$ cat config.mk
export PLATFORM = sky130hd
export DESIGN_NAME = fb_write_arbiter
export DESIGN_NICKNAME = d
export VERILOG_FILES = /design/src/rtl/fb_write_arbiter.sv
export SDC_FILE = /design/constraint.sdc
export NUM_CORES = 1
export LEC_CHECK = 0
export CAP_MARGIN = 20
export CELL_PAD_IN_SITES_DETAIL_PLACEMENT = 1
export CELL_PAD_IN_SITES_GLOBAL_PLACEMENT = 2
export CORE_MARGIN = 4
export CORE_UTILIZATION = 23
export DETAILED_ROUTE_END_ITERATION = 7
export PLACE_DENSITY = 0.93
export SLEW_MARGIN = 20
export SYNTH_ARGS = -nofsm -noshare
export SYNTH_HDL_FRONTEND = slang
export SYNTH_SLANG_ARGS = --single-unit
$ cat constraint.sdc
create_clock -name clk -period 2.6 [get_ports clk]
set_input_delay 0.26 -clock clk [delete_from_list [all_inputs] [get_ports clk]]
set_output_delay 0.26 -clock clk [all_outputs]
set_load 0.005 [all_outputs]
$ cat src/rtl/fb_write_arbiter.sv
// Round-robin burst arbiter feeding the frame-buffer image memory, plus the transition-phase counter.
// Optional macro FBW_SRC0_PRIORITY_EN: source 0 (clock overlay) always wins arbitration when it requests.
module fb_write_arbiter #(
  parameter int NUM_SRC    = 4,
  parameter int DATA_W     = 24,
  parameter int ADDR_W     = 20,
  parameter int NUM_PHASES = 2
) (
  input  logic                      clk,
  input  logic                      reset,
  input  logic                      phase_tick,
  input  logic                      frame_tick,
  input  logic [NUM_SRC-1:0]        src_req,
  input  logic [NUM_SRC*ADDR_W-1:0] src_addr,
  input  logic [NUM_SRC*DATA_W-1:0] src_data,
  input  logic [NUM_SRC-1:0]        src_last,
  output logic [NUM_SRC-1:0]        src_gnt,
  output logic [2:0]                phase,
  output logic [ADDR_W-1:0]         IM_A,
  output logic [DATA_W-1:0]         IM_D,
  output logic                      IM_WEN,
  output logic                      busy
);

  localparam int PTR_W = (NUM_SRC > 1) ? $clog2(NUM_SRC) : 1;
  localparam logic [2:0] PH_MAX = 3'(NUM_PHASES - 1);

  typedef enum logic {IDLE, GRANT} state_t;

  state_t             state;
  logic [PTR_W-1:0]   rr_ptr;
  logic [PTR_W-1:0]   gnt_idx;
  logic [PTR_W-1:0]   pick_idx;
  logic               pick_valid;
  logic [NUM_SRC-1:0] cand_req;
  logic               accept;
  int                 idx;

  // Winner search starting at the round-robin pointer; source 0 may bypass it.
  always_comb begin
    pick_valid = 1'b0;
    pick_idx   = '0;
    cand_req   = src_req;
    idx        = 0;
`ifdef FBW_SRC0_PRIORITY_EN
    cand_req[0] = 1'b0;
`endif
    for (int k = 0; k < NUM_SRC; k++) begin
      idx = int'(rr_ptr) + k;
      if (idx >= NUM_SRC) idx = idx - NUM_SRC;
      if (!pick_valid && cand_req[idx]) begin
        pick_valid = 1'b1;
        pick_idx   = PTR_W'(idx);
      end
    end
`ifdef FBW_SRC0_PRIORITY_EN
    if (src_req[0]) begin
      pick_valid = 1'b1;
      pick_idx   = '0;
    end
`endif
  end

  assign accept = (state == GRANT) && src_req[gnt_idx];

  // Burst FSM with registered grant and registered memory-write port.
  always_ff @(posedge clk or posedge reset) begin
    if (reset) begin
      state   <= IDLE;
      rr_ptr  <= '0;
      gnt_idx <= '0;
      src_gnt <= '0;
      busy    <= 1'b0;
      IM_A    <= '0;
      IM_D    <= '0;
      IM_WEN  <= 1'b1;
    end else begin
      IM_WEN <= 1'b1;
      case (state)
        IDLE: begin
          if (pick_valid) begin
            state   <= GRANT;
            gnt_idx <= pick_idx;
            src_gnt <= NUM_SRC'(1) << pick_idx;
            busy    <= 1'b1;
          end
        end
        GRANT: begin
          if (accept) begin
            IM_A   <= src_addr[int'(gnt_idx)*ADDR_W +: ADDR_W];
            IM_D   <= src_data[int'(gnt_idx)*DATA_W +: DATA_W];
            IM_WEN <= 1'b0;
            if (src_last[gnt_idx]) begin
              state   <= IDLE;
              src_gnt <= '0;
              busy    <= 1'b0;
`ifdef FBW_SRC0_PRIORITY_EN
              // Overlay bursts do not disturb the rotation among the other sources.
              if (gnt_idx != '0) begin
                if (int'(gnt_idx) == NUM_SRC - 1) rr_ptr <= '0;
                else rr_ptr <= gnt_idx + 1'b1;
              end
`else
              if (int'(gnt_idx) == NUM_SRC - 1) rr_ptr <= '0;
              else rr_ptr <= gnt_idx + 1'b1;
`endif
            end
          end
        end
        default: state <= IDLE;
      endcase
    end
  end

  // Transition phase: a coincident frame_tick clears first, then phase_tick advances.
  always_ff @(posedge clk or posedge reset) begin
    if (reset) begin
      phase <= '0;
    end else if (frame_tick && phase_tick) begin
      phase <= 3'd1;
    end else if (frame_tick) begin
      phase <= '0;
    end else if (phase_tick && phase != PH_MAX) begin
      phase <= phase + 3'd1;
    end
  end

endmodule

# --- After elaboration in Yosys (flattened, before gate mapping) ---
# Index checks and enable logic that the tools add are counted.
totals:
  ff_bits: 58
  inputBits: 188
  output_inout_bits: 53
  elab_cells: 98
classes:
  add_sub_neg: 9
  multipliers: 2
  n_lt_le_gt_ge: 9
  n_eq_ne: 5
  n_shift: 3
  muxes: 46
  n_bitwise: 1
  reduce_logical: 14
ops:
  columns: ["operator", "count"]
  rows:
  - ["$lt 32x4->1 const B", 4]
  - ["$mux 32", 4]
  - ["$shiftx 96x8->24", 1]
  - ["$shiftx 80x8->20", 1]
  - ["$mux 1", 22]
  - ["$bmux 1 s2", 6]
  - ["$mux 4", 3]
  - ["$sub 3x3->4 const B", 3]
  - ["$mux 2", 5]
  - ["$ge 3x3->1 const B", 3]
  - ["$mux 3", 3]
  - ["$pmux 4 s2", 1]
  - ["$add 2x2->3 const B", 2]
  - ["$logic_and 1x1->1", 6]
  - ["$reduce_and 3->1", 2]
  - ["$mul 2x3->5 const B", 1]
  - ["$mul 2x2->4 const B", 1]
  - ["$ne 2x1->1 const B", 2]
  - ["$pmux 1 s2", 2]
  - ["$reduce_and 2->1", 2]
  - ["$shl 1x2->4 const A", 1]
  - ["$sub 2x3->4 const B", 1]
  - ["$add 2x1->3 const B", 1]
  - ["$add 3x1->3 const B", 1]
  - ["9 further kinds", 11]

# --- Logic depth before layout (Yosys ltp) ---
depth:
  word_depth: 18
  depth_mapped: 5
  ltp_nobuf: 5

# --- Worst setup path after synthesis ---
# No wires, ideal clock.
synth_timing:
  path_type: "reg-to-reg"
  startpoint: "register gnt_idx[0]"
  endpoint: "register IM_D[8]"
  setup_ns: 0.125
  arrival_time_ns: 1.510
  t_required_ns: 2.475
  setup_slack_ns: 0.965
  stages_incl_launch_ff: 5
  path_buffers: 2
  synth_period_minus_slack_ns: 1.635
  cell_sequence: "dfrtp_1 -> buf_6 -> buf_6 -> mux4_2 -> mux2_4"
synth_between:
  elab_chain_cells: 4
  elab_cells_between_ends: 6
  classes_between: "mul: 1; shift: 1; mux: 2; reduce/logical: 2"
synth_rtl:
  columns: ["item", "line_no", "text"]
  rows:
  - ["start, declared", "32", "logic [PTR_W-1:0] gnt_idx;"]
  - ["start signal, assigned", "83", "gnt_idx <= pick_idx;"]
  - ["parallel branches: the longest is 4 deep, another holds $mul 2x2->4", null, null]
  - ["end signal, assigned", "91", "IM_D <= src_data[int'(gnt_idx)*DATA_W +: DATA_W];"]
  - ["end, declared", "20", "output logic [DATA_W-1:0] IM_D,"]
# Several ways; the timed one is not identified. The select of a mux whose other input is x is not followed.
# A chain may end at the register's enable or synchronous reset.

# --- Worst setup path after layout ---
layout_timing:
  startpoint: "register gnt_idx[0]"
  endpoint: "register IM_A[16]"
layout_between:
  elab_chain_cells: 4
  elab_cells_between_ends: 6
  classes_between: "mul: 1; shift: 1; mux: 2; reduce/logical: 2"
layout_rtl:
  columns: ["item", "line_no", "text"]
  rows:
  - ["parallel branches: the longest is 4 deep, another holds $mul 2x3->5", null, null]
  - ["end signal, assigned", "90", "IM_A <= src_addr[int'(gnt_idx)*ADDR_W +: ADDR_W];"]
  - ["end, declared", "19", "output logic [ADDR_W-1:0] IM_A,"]
# Several ways; the timed one is not identified. The select of a mux whose other input is x is not followed.

==> results.ini <==
[drt]
route.detailed.wl_per_inst_um=19.64
remaining_drc_errors=0
routed_via_density=4.676
drtIter0Drc=92
drtPass1Iterations=6
route.vias.total=3049
antenna_left=0
drt-total-wl_um=12800

[critical_path]
reg2reg_from=gnt_idx[0]$_DFFE_PP0P_
critPathRequiredTime_ns=2.80
setup.worst_path.class=reg -> reg
worst_r2r_path_depth=3
crit_path_max_fanout=18
timing.critical_path.arrival_ns=2.09
worst-r2r-setup-slack_ns=0.71
crit_end=IM_A[16]$_DFFE_PP0P_
setup.worst_path.start=gnt_idx[0]$_DFFE_PP0P_
critical_path.startpoint_type=flip-flop
regToRegEndpoint=IM_A[16]$_DFFE_PP0P_
worstSetupEndpointType=flip-flop

[floorplanning]
row_count=44
vertical_extent_of_the_die_um=131.2
fp.coreArea_um2=14700
design.portCount=241
die_x_um=131.2
floorplan.die_area_um2=17210
initial_utilization_pct=23.74

[synthesis]
mappedNetlistNets=413
postSynth.asyncResetShare_pct=100.0
postSynthAreaPerCell_um2=15.72
synth_warnings=0
synth_cell_type_count=30
synth_largest_type_area_fraction_pct=40.87
edff_count_synth=0
post_synth_inst_count=222
ys_dominant_reg_cell=sky130_fd_sc_hd__dfrtp_1
synth_top_cells_by_count=57 x sky130_fd_sc_hd__dfrtp_1, 43 x sky130_fd_sc_hd__mux4_2, 39 x sky130_fd_sc_hd__mux2_2
synth_sequential_area_ratio_pct=41.63
netlist_area_um2=3490
synth_area_leaders=sky130_fd_sc_hd__dfrtp_1 41%, sky130_fd_sc_hd__mux4_2 28%, sky130_fd_sc_hd__mux2_2 13%, sky130_fd_sc_hd__mux2_4 3.0%, sky130_fd_sc_hd__buf_6 1.9%
most_frequent_cell_after_synthesis=sky130_fd_sc_hd__dfrtp_1
yosysTopAreaCell=sky130_fd_sc_hd__dfrtp_1
seq_cells_post_synth=58

[grt]
gr-usage-all-layers_pct=14.99
first_pass_grt_wire_length_um=20340
globalRouteOverflowTotal=0
antenna_found_initial=0
number_of_global_route_vias_before_repair=3555
maximum_number_of_pins_on_one_net_before_global_route_repair=31

[power]
power.internal_mw=4.284
power.switching_fraction_pct=30.18
power.sequential.fraction_pct=26.8
vdd_ir_drop_max_uv=382.3
power.density_nw_per_um2=962.9
total_power_mw=6.135
p_leak_nw=2.431
switching_power_mw=1.851
share_clk_of_total_power_pct=18.2
power_frac_comb_pct=55.0

[finish]
multi_input_comb_area_um2=1887
final_net_count=655
area_growth_syn_to_layout_pct=82.57
share_of_cells_above_drive_strength_1_pct=25.00
final_cell_area_um2=6371
register_cell_area_after_layout_um2=1458
fill_cells=1523
diodes_inserted=0
instances_no_fill=652

[clock_network]
post_cts_hold_buffer_count=0
cts_root_buf=sky130_fd_sc_hd__clkbuf_16
tritoncts_num_sinks=58
insertion_delay_ns=0.32
cts-buffers-inserted=9
clk_transition_reported_paths_ns=0.05
cts_htree_levels=3
postCtsSetupRepairBufs=0
post_cts.resized_instances=0
tritoncts=built
cts.path.max_buffers=2

[placement]
globalplace.congestion=0.7703
dpl.cell_count=637
detailed_place_hpwl_um=10700
portbufs=240
dp_area_um2=6081

[timing]
max_slew_margin_pct=55.46
skew_ns=0.006331
fin_crit_share_pct=72.60
max_slew.worst_pin.slew_ns=0.6671
grt_setup_unrepaired=false
fin_setup_tns_ns=0
setup-violations-final=0
drv_slew=0
max_freq_mhz=529.8
timing.final.hold_violations=0
layout_min_cycle_time_ns=1.888

[min_path]
timing.hold.worst.class=in -> async

[flow_run]
timing.max_cap.violations=0

[run_status]
status=finished clean

-- flip-flops by register name, summed over array words and instances, names as in the netlist --
name and flops:
IM_A 20, IM_D 24, IM_WEN 1, busy 1, gnt_idx 2, phase 3
rr_ptr 2, src_gnt 4, state 1
-- power by group through the flow --
stage,logic (mW),clock network [mW],registers [mW]
after floorplan,1.97,0,1.63
after global placement,3.33,0,1.64
after detailed placement,3.44,0,1.67
after CTS,3.46,1.16,1.66
after global routing,3.64,1.21,1.71
final,3.37,1.12,1.64
-- area by class of cell --
cell class / count / area share [%]
Tap cell: 184 / 3.614
Clock inverter: 2 / 0.1571
Inverter: 7 / 0.4124
Sequential cell: 58 / 22.88
Timing Repair Buffer: 247 / 38.92
Multi-Input combinational cell: 141 / 29.62
Clock buffer: 13 / 4.399
-- routing by layer --
metal / track usage, % / vias up / routed length (um) / part of all wire (%)
li1: - / 1368 / - / -
met1: 16.22 / 1530 / 4733 / 37
met2: 28.43 / 134 / 7042 / 55
met3: 4.052 / 17 / 803 / 6.3
met4: 4.667 / 0 / 225 / 1.8
met5: 0 / - / 0 / 0
-- metrics by stage --
stage / utilization [%] / setup slack, ns / hold slack [ns]
after floorplan: - / 0.9137 / 0.3264
after global placement: 41.37 / 0.6139 / 0.4912
after detailed placement: 41.37 / 0.5334 / 0.4966
after CTS: 43.34 / 0.6878 / 0.3917
after global routing: 43.34 / 0.6171 / 0.4313
final: 43.34 / 0.7124 / 0.3678
-- layout by cell type, fill, tap and decap left out, types with 3 or more instances in the layout --
| master | count |
|---|---|
| sky130_fd_sc_hd__inv_1 | 6 |
| sky130_fd_sc_hd__dfrtp_1 | 55 |
| sky130_fd_sc_hd__ha_1 | 3 |
| sky130_fd_sc_hd__o21ai_0 | 5 |
| sky130_fd_sc_hd__nand2b_1 | 3 |
| sky130_fd_sc_hd__mux2_2 | 39 |
| sky130_fd_sc_hd__nor2_1 | 5 |
| sky130_fd_sc_hd__mux2i_1 | 3 |
| sky130_fd_sc_hd__clkbuf_8 | 4 |
| sky130_fd_sc_hd__nand2_1 | 9 |
| sky130_fd_sc_hd__mux2_4 | 7 |
| sky130_fd_sc_hd__buf_4 | 5 |
| sky130_fd_sc_hd__clkdlybuf4s50_1 | 240 |
| sky130_fd_sc_hd__a21oi_1 | 6 |
| sky130_fd_sc_hd__mux4_2 | 43 |
| sky130_fd_sc_hd__clkbuf_16 | 9 |
| sky130_fd_sc_hd__o32ai_1 | 4 |
-- how the worst min path moves through the flow --
stage	startpoint	endpoint	cells after the start
after global placement	IM_D[21]$_DFFE_PP0P_	IM_D[21]$_DFFE_PP0P_	1
after detailed placement	IM_D[20]$_DFFE_PP0P_	IM_D[20]$_DFFE_PP0P_	1
after floorplan	frame_tick	phase[2]$_DFFE_PP0P_	1
after CTS	reset	IM_D[15]$_DFFE_PP0P_	2
after global routing	reset	IM_A[0]$_DFFE_PP0P_	2
final	reset	IM_A[0]$_DFFE_PP0P_	2
-- critical path, stage by stage (launching register included) --
cell and delay, ns:
sky130_fd_sc_hd__dfrtp_4 0.51, sky130_fd_sc_hd__buf_4 0.36, sky130_fd_sc_hd__mux4_1 0.59, sky130_fd_sc_hd__mux2_2 0.28
-- logic make-up after synthesis --
kind of cell,count (synthesis),synth area share (%)
AOI/OAI and AO/OA,21,4.231
adders and majority gates,3,1.076
muxes,94,45.72
DFF,58,41.63
and+or+nand+nor,23,3.048
buffers and inverters,23,4.303
Power figures use the tool's default switching activity.
